<file path="config.mk">
export PLATFORM = sky130hd
export DESIGN_NAME = axi_master
export DESIGN_NICKNAME = d
export VERILOG_FILES = /design/src/rtl/axi_master.sv
export SDC_FILE = /design/constraint.sdc
export NUM_CORES = 1
export LEC_CHECK = 0
export CORE_AREA = 3 3 123 125
export DETAILED_ROUTE_END_ITERATION = 7
export DIE_AREA = 0 0 126 128
export PLACE_DENSITY = 0.69
export REMOVE_ABC_BUFFERS = 1
export SETUP_SLACK_MARGIN = 0.4
export SLEW_MARGIN = 20
export SYNTH_ARGS = -nofsm -noshare
export SYNTH_HDL_FRONTEND = slang
export SYNTH_SLANG_ARGS = --single-unit
</file>
<file path="constraint.sdc">
create_clock -name clk -period 1.95 [get_ports clk]
set_input_delay 0.2925 -clock clk [delete_from_list [all_inputs] [get_ports clk]]
set_output_delay 0.2925 -clock clk [all_outputs]
set_load 0.02 [all_outputs]
</file>
<file path="src/rtl/axi_master.sv">
// AXI4 manager engine: turns a command/data stream into single outstanding AXI4
// bursts, returns read beats and completion status, and flags protocol errors.
module axi_master #(
  parameter int DATA_WIDTH = 32,
  parameter int ADDR_WIDTH = 16,
  parameter int STRB_WIDTH = DATA_WIDTH / 8,
  parameter int ID_WIDTH   = 8
) (
  input  logic                  clk,
  input  logic                  rst_n,
  input  logic                  cmd_valid,
  output logic                  cmd_ready,
  input  logic                  cmd_write,
  input  logic [ID_WIDTH-1:0]   cmd_id,
  input  logic [ADDR_WIDTH-1:0] cmd_addr,
  input  logic [7:0]            cmd_len,
  input  logic [2:0]            cmd_size,
  input  logic [1:0]            cmd_burst,
  input  logic [DATA_WIDTH-1:0] wr_data,
  input  logic [STRB_WIDTH-1:0] wr_strb,
  input  logic                  wr_valid,
  output logic                  wr_ready,
  output logic [DATA_WIDTH-1:0] rd_data,
  output logic [1:0]            rd_resp,
  output logic                  rd_last,
  output logic                  rd_valid,
  input  logic                  rd_ready,
  output logic                  done_valid,
  output logic                  done_write,
  output logic [ID_WIDTH-1:0]   done_id,
  output logic [1:0]            done_resp,
  output logic                  error,
  output logic [ID_WIDTH-1:0]   m_axi_awid,
  output logic [ADDR_WIDTH-1:0] m_axi_awaddr,
  output logic [7:0]            m_axi_awlen,
  output logic [2:0]            m_axi_awsize,
  output logic [1:0]            m_axi_awburst,
  output logic                  m_axi_awlock,
  output logic [3:0]            m_axi_awcache,
  output logic [2:0]            m_axi_awprot,
  output logic                  m_axi_awvalid,
  input  logic                  m_axi_awready,
  output logic [DATA_WIDTH-1:0] m_axi_wdata,
  output logic [STRB_WIDTH-1:0] m_axi_wstrb,
  output logic                  m_axi_wlast,
  output logic                  m_axi_wvalid,
  input  logic                  m_axi_wready,
  input  logic [ID_WIDTH-1:0]   m_axi_bid,
  input  logic [1:0]            m_axi_bresp,
  input  logic                  m_axi_bvalid,
  output logic                  m_axi_bready,
  output logic [ID_WIDTH-1:0]   m_axi_arid,
  output logic [ADDR_WIDTH-1:0] m_axi_araddr,
  output logic [7:0]            m_axi_arlen,
  output logic [2:0]            m_axi_arsize,
  output logic [1:0]            m_axi_arburst,
  output logic                  m_axi_arlock,
  output logic [3:0]            m_axi_arcache,
  output logic [2:0]            m_axi_arprot,
  output logic                  m_axi_arvalid,
  input  logic                  m_axi_arready,
  input  logic [ID_WIDTH-1:0]   m_axi_rid,
  input  logic [DATA_WIDTH-1:0] m_axi_rdata,
  input  logic [1:0]            m_axi_rresp,
  input  logic                  m_axi_rlast,
  input  logic                  m_axi_rvalid,
  output logic                  m_axi_rready
);

  localparam int MAX_SIZE = $clog2(STRB_WIDTH);

  typedef enum logic [2:0] {IDLE, WADDR, WDATA, WRESP, RADDR, RDATA} state_t;

  state_t                state, state_nxt;
  logic [ID_WIDTH-1:0]   txn_id;
  logic [ADDR_WIDTH-1:0] txn_addr;
  logic [7:0]            txn_len;
  logic [2:0]            txn_size;
  logic [1:0]            txn_burst;
  logic [7:0]            beat_cnt;
  logic [1:0]            resp_acc;
  logic                  cmd_hs, w_hs, b_hs, r_hs, last_beat, err_now;

  // A beat wider than the bus is not representable, so the size saturates.
  function automatic logic [2:0] clamp_size(input logic [2:0] size);
    if (int'(size) > MAX_SIZE) return 3'(MAX_SIZE);
    return size;
  endfunction

  function automatic logic [1:0] max_resp(input logic [1:0] a, input logic [1:0] b);
    return (a > b) ? a : b;
  endfunction

  assign cmd_hs    = (state == IDLE) && cmd_valid;
  assign w_hs      = (state == WDATA) && wr_valid && m_axi_wready;
  assign b_hs      = (state == WRESP) && m_axi_bvalid;
  assign r_hs      = (state == RDATA) && m_axi_rvalid && rd_ready;
  assign last_beat = (beat_cnt == 8'd0);

  assign err_now = (m_axi_bvalid && (state != WRESP))
                || (m_axi_rvalid && (state != RDATA))
                || (b_hs && (m_axi_bid != txn_id))
                || (r_hs && ((m_axi_rid != txn_id) || (m_axi_rlast != last_beat)));

  assign m_axi_awid    = txn_id;
  assign m_axi_awaddr  = txn_addr;
  assign m_axi_awlen   = txn_len;
  assign m_axi_awsize  = txn_size;
  assign m_axi_awburst = txn_burst;
  assign m_axi_awlock  = 1'b0;
  assign m_axi_awcache = 4'b0011;
  assign m_axi_awprot  = 3'b000;
  assign m_axi_arid    = txn_id;
  assign m_axi_araddr  = txn_addr;
  assign m_axi_arlen   = txn_len;
  assign m_axi_arsize  = txn_size;
  assign m_axi_arburst = txn_burst;
  assign m_axi_arlock  = 1'b0;
  assign m_axi_arcache = 4'b0011;
  assign m_axi_arprot  = 3'b000;

  // Data paths are pure wiring; only the valid/ready qualifiers depend on state.
  assign m_axi_wdata = wr_data;
  assign m_axi_wstrb = wr_strb;
  assign m_axi_wlast = (state == WDATA) && last_beat;
  assign rd_data     = m_axi_rdata;
  assign rd_resp     = m_axi_rresp;
  assign rd_last     = m_axi_rlast;

  always_comb begin
    state_nxt     = state;
    cmd_ready     = 1'b0;
    m_axi_awvalid = 1'b0;
    m_axi_wvalid  = 1'b0;
    wr_ready      = 1'b0;
    m_axi_bready  = 1'b0;
    m_axi_arvalid = 1'b0;
    m_axi_rready  = 1'b0;
    rd_valid      = 1'b0;
    case (state)
      IDLE: begin
        cmd_ready = rst_n;
        if (cmd_hs) state_nxt = cmd_write ? WADDR : RADDR;
      end
      WADDR: begin
        m_axi_awvalid = 1'b1;
        if (m_axi_awready) state_nxt = WDATA;
      end
      WDATA: begin
        m_axi_wvalid = wr_valid;
        wr_ready     = m_axi_wready;
        if (w_hs && last_beat) state_nxt = WRESP;
      end
      WRESP: begin
        m_axi_bready = 1'b1;
        if (b_hs) state_nxt = IDLE;
      end
      RADDR: begin
        m_axi_arvalid = 1'b1;
        if (m_axi_arready) state_nxt = RDATA;
      end
      RDATA: begin
        rd_valid     = m_axi_rvalid;
        m_axi_rready = rd_ready;
        if (r_hs && last_beat) state_nxt = IDLE;
      end
      default: state_nxt = IDLE;
    endcase
  end

  always_ff @(posedge clk) begin
    if (!rst_n) begin
      state      <= IDLE;
      txn_id     <= '0;
      txn_addr   <= '0;
      txn_len    <= '0;
      txn_size   <= '0;
      txn_burst  <= '0;
      beat_cnt   <= '0;
      resp_acc   <= '0;
      done_valid <= 1'b0;
      done_write <= 1'b0;
      done_id    <= '0;
      done_resp  <= '0;
      error      <= 1'b0;
    end else begin
      state      <= state_nxt;
      done_valid <= 1'b0;
      if (cmd_hs) begin
        txn_id    <= cmd_id;
        txn_addr  <= cmd_addr;
        txn_len   <= cmd_len;
        txn_size  <= clamp_size(cmd_size);
        txn_burst <= cmd_burst;
        beat_cnt  <= cmd_len;
        resp_acc  <= '0;
      end
      if (w_hs && !last_beat) beat_cnt <= beat_cnt - 8'd1;
      if (b_hs) begin
        done_valid <= 1'b1;
        done_write <= 1'b1;
        done_id    <= txn_id;
        done_resp  <= m_axi_bresp;
      end
      if (r_hs) begin
        resp_acc <= max_resp(resp_acc, m_axi_rresp);
        if (last_beat) begin
          done_valid <= 1'b1;
          done_write <= 1'b0;
          done_id    <= txn_id;
          done_resp  <= max_resp(resp_acc, m_axi_rresp);
        end else begin
          beat_cnt <= beat_cnt - 8'd1;
        end
      end
      if (err_now) error <= 1'b1;
    end
  end

endmodule

</file>
==> impl_metrics.json <==
{
  "clkTransAtPathRegs_ps": 60,
  "wl_per_cell_um": 22.8,
  "drcViolationCount": 0,
  "layout-drive-gt1-share": 0.341,
  "yosys.cell_types.count": 45,
  "worst_clock_skew_ps": 6.78,
  "grt_util_met3": 0.176,
  "p_switching_uw": 3260,
  "intPower_uw": 5040,
  "hold_viol": 0,
  "maxSlewViolCount": 0,
  "p_sw_frac": 0.393,
  "cp.arrival_ps": 2010,
  "ys_seq_area_frac": 0.327,
  "tritoncts": "yes",
  "reg2reg_from": "beat_cnt[5]",
  "cts_root_buffer": "clkbuf_16",
  "clock_power_share": 0.198,
  "seqPwrFrac": 0.213,
  "fmax_mhz": 568,
  "grt_pass1_vias": 3622,
  "grt_antenna_before_repair": 0,
  "insertion_delay_ps": 330,
  "status": "finished, final reports clean",
  "cp-startpoint": "beat_cnt[5]",
  "synth_edf_count": 0,
  "port_buffers": 167,
  "synth_area_leaders": "dfxtp_1 33%, buf_4 24%, nand2_1 7.6%",
  "finalNonFillerCells": 776,
  "fillers": 1355,
  "n_antenna_cell": 0,
  "power.density_nw_per_um2": 1310,
  "r2r_slack_ps": 190,
  "avgSynthCellArea_um2": 8.04,
  "h-tree-depth": 3,
  "fin_util": 0.453,
  "busiest_layer": "met2",
  "pre_cts_ws_ps": -153,
  "ant_nets": 0,
  "fin_ws_ps": 190,
  "maxCapViolCount": 0,
  "ys_async_sr_fraction": 0,
  "vias_per_cell": 4.76,
  "cts-hold-fix-buffers": 0,
  "rsz0062_at_grt": "yes",
  "ys_ff_latch": 63,
  "syn-instance-count": 479,
  "ir_worst_vdd_v": 0.000451,
  "dp_hpwl_um": 13500,
  "vias": 3697,
  "min-delay-path-class": "reg -> reg",
  "p_comb_frac": 0.589,
  "setup_viol": 0,
  "use_met1": 0.205,
  "path_class": "reg -> reg",
  "use_met2": 0.304,
  "grt_use_total": 0.201,
  "nNetsFinal": 732,
  "cts_max_path_buffers": 2,
  "cp_max_fo": 4,
  "dominantRegCellSynth": "dfxtp_1",
  "synth_area_leader_cell": "dfxtp_1",
  "yosysWarnings": 0,
  "die_x_um": 126,
  "routed_wl_um": 17700,
  "gp_congestion": 0.848,
  "p_leak_uw": 0.00293,
  "period_share": 0.903,
  "synth_top_area_share": 0.327,
  "firstDrtPassIters": 4,
  "crit_path_start_kind": "flop",
  "syn_area_um2": 3850,
  "pin_count": 320,
  "drtIter0Drc": 149,
  "cts.sinks": 63,
  "dp.cells": 730,
  "required_ps": 2200,
  "area_growth_syn_to_layout_pct": 64.5,
  "hp-start": "m_axi_araddr[4]",
  "die-area_um2": 16100,
  "grt_first_pass_wirelength_um": 23800,
  "period_minus_slack_ps": 1760,
  "cts_buffers": 9,
  "cp-end-kind": "flop",
  "initial_utilization": 0.275,
  "grt_overflow": 0,
  "die_h_um": 128,
  "grt_start_max_net_pins": 32,
  "rows": 43,
  "core-area_um2": 14000
}
## kinds of logic (layout without fill, tap and decap cells)
group / count (synthesis) / count (layout) / share of synthesized area
buffers and inverters: 152 / 254 / 0.271
AND/OR/NAND/NOR: 151 / 152 / 0.187
AO/OA/AOI/OAI: 78 / 78 / 0.129
flip-flops: 63 / 63 / 0.327
XOR/XNOR: 17 / 17 / 0.0387
multiplexers: 12 / 12 / 0.0312
adder cells (fa/ha/maj): 4 / 4 / 0.0130
other: 2 / 16 / 0.00195
## timing repair
item                                    in CTS  in global routing
setup buffers                               13                 10
endpoints found under the setup margin     159                 70
gates cloned                                 3                  4
resized for setup                          214                105
pin swaps                                   39                 57
## routing by layer
metal  wire length (µm)  share of wire
met5                 64         0.0036
met4                190          0.011
met3               3370           0.19
met2               7950           0.45
met1               6110           0.35
## power by group through the flow
stage	Combinational [µW]	Sequential [µW]	Clock [µW]
6_report	4890	1770	1640
5_1_grt	5200	1810	1730
4_1_cts	3980	1760	1690
3_5_place_dp	3240	1770	0
3_3_place_gp	3190	1760	0
2_1_floorplan	1180	2160	0
## worst paths after layout
path	to	depth (start not counted)
setup reg to reg	state[2]	7
hold / removal	m_axi_araddr[4]	2
setup / recovery	state[2]	7
hold reg to reg	m_axi_araddr[4]	2
## worst max-delay path: stages (launching register included)
cell and delay [ps]:
dfxtp_1 360, nor4_4 300, buf_4 200, nand4_4 110
a211oi_4 350, buf_4 170, a21oi_2 40, a211oi_2 140
## layout by cell type (no fill, tap or decap), types with 12 or more instances in the layout
master           synthesis  layout
nand2_1                 78      44
dfxtp_1                 63      57
clkbuf_16                0      12
buf_4                  124      30
a21oi_1                 45      16
buf_6                    0      24
conb_1                   2      16
nor2_1                  28      24
mux2i_1                 12      12
a21oi_2                  1      29
xor2_1                  16      15
nand2_4                  0      23
clkdlybuf4s50_1          0      66
dlygate4sd2_1            0      91
## sequential cells by signal, indices dropped and copies added (netlist names), 2 cells and up
register,cells
m_axi_arburst,2
m_axi_arsize,3
m_axi_arlen,8
done_resp,2
m_axi_araddr,16
m_axi_arid,8
beat_cnt,8
state,3
resp_acc,2
done_id,8
## layout make-up
cell class	instances	area, µm²	share of cell area
repair buffers	229	2330	0.368
multi-input cells	279	2160	0.341
flip-flops and latches	63	1270	0.201
clock buffers	11	253	0.0399
well taps	180	225	0.0356
clock inverters	5	56.3	0.00889
inverters	9	33.8	0.00533
## cell usage after synthesis (2+ instances only)
master and count:
o21a_1 4, xor2_1 16, nor2_1 28, and2_1 10
o41a_1 2, nand2_1 78, inv_1 9, and3_1 4
nor3b_1 2, o21ai_0 2, nor2b_1 2, clkbuf_1 12
buf_4 124, o211ai_1 3, a31oi_1 5, or3_1 3
and3b_1 2, mux2i_1 12, conb_1 2, nor4_1 4
nor3_1 4, nand3_1 5, dfxtp_1 63, ha_1 4
a21oi_1 45, buf_2 7, or3b_2 3, a211oi_1 7
## stage by stage
step / hold WS (ps) / cell area (µm²) / power, µW / setup TNS, ps
2_1_floorplan: 410 / 2890 / 3340 / 0
3_3_place_gp: 458 / 5080 / 4950 / -164
3_5_place_dp: 463 / 5080 / 5010 / -222
4_1_cts: 466 / 5770 / 7430 / 0
5_1_grt: 489 / 6330 / 8740 / 0
6_report: 466 / 6330 / 8300 / 0
No activity file was read; power rests on OpenSTA's default activity.
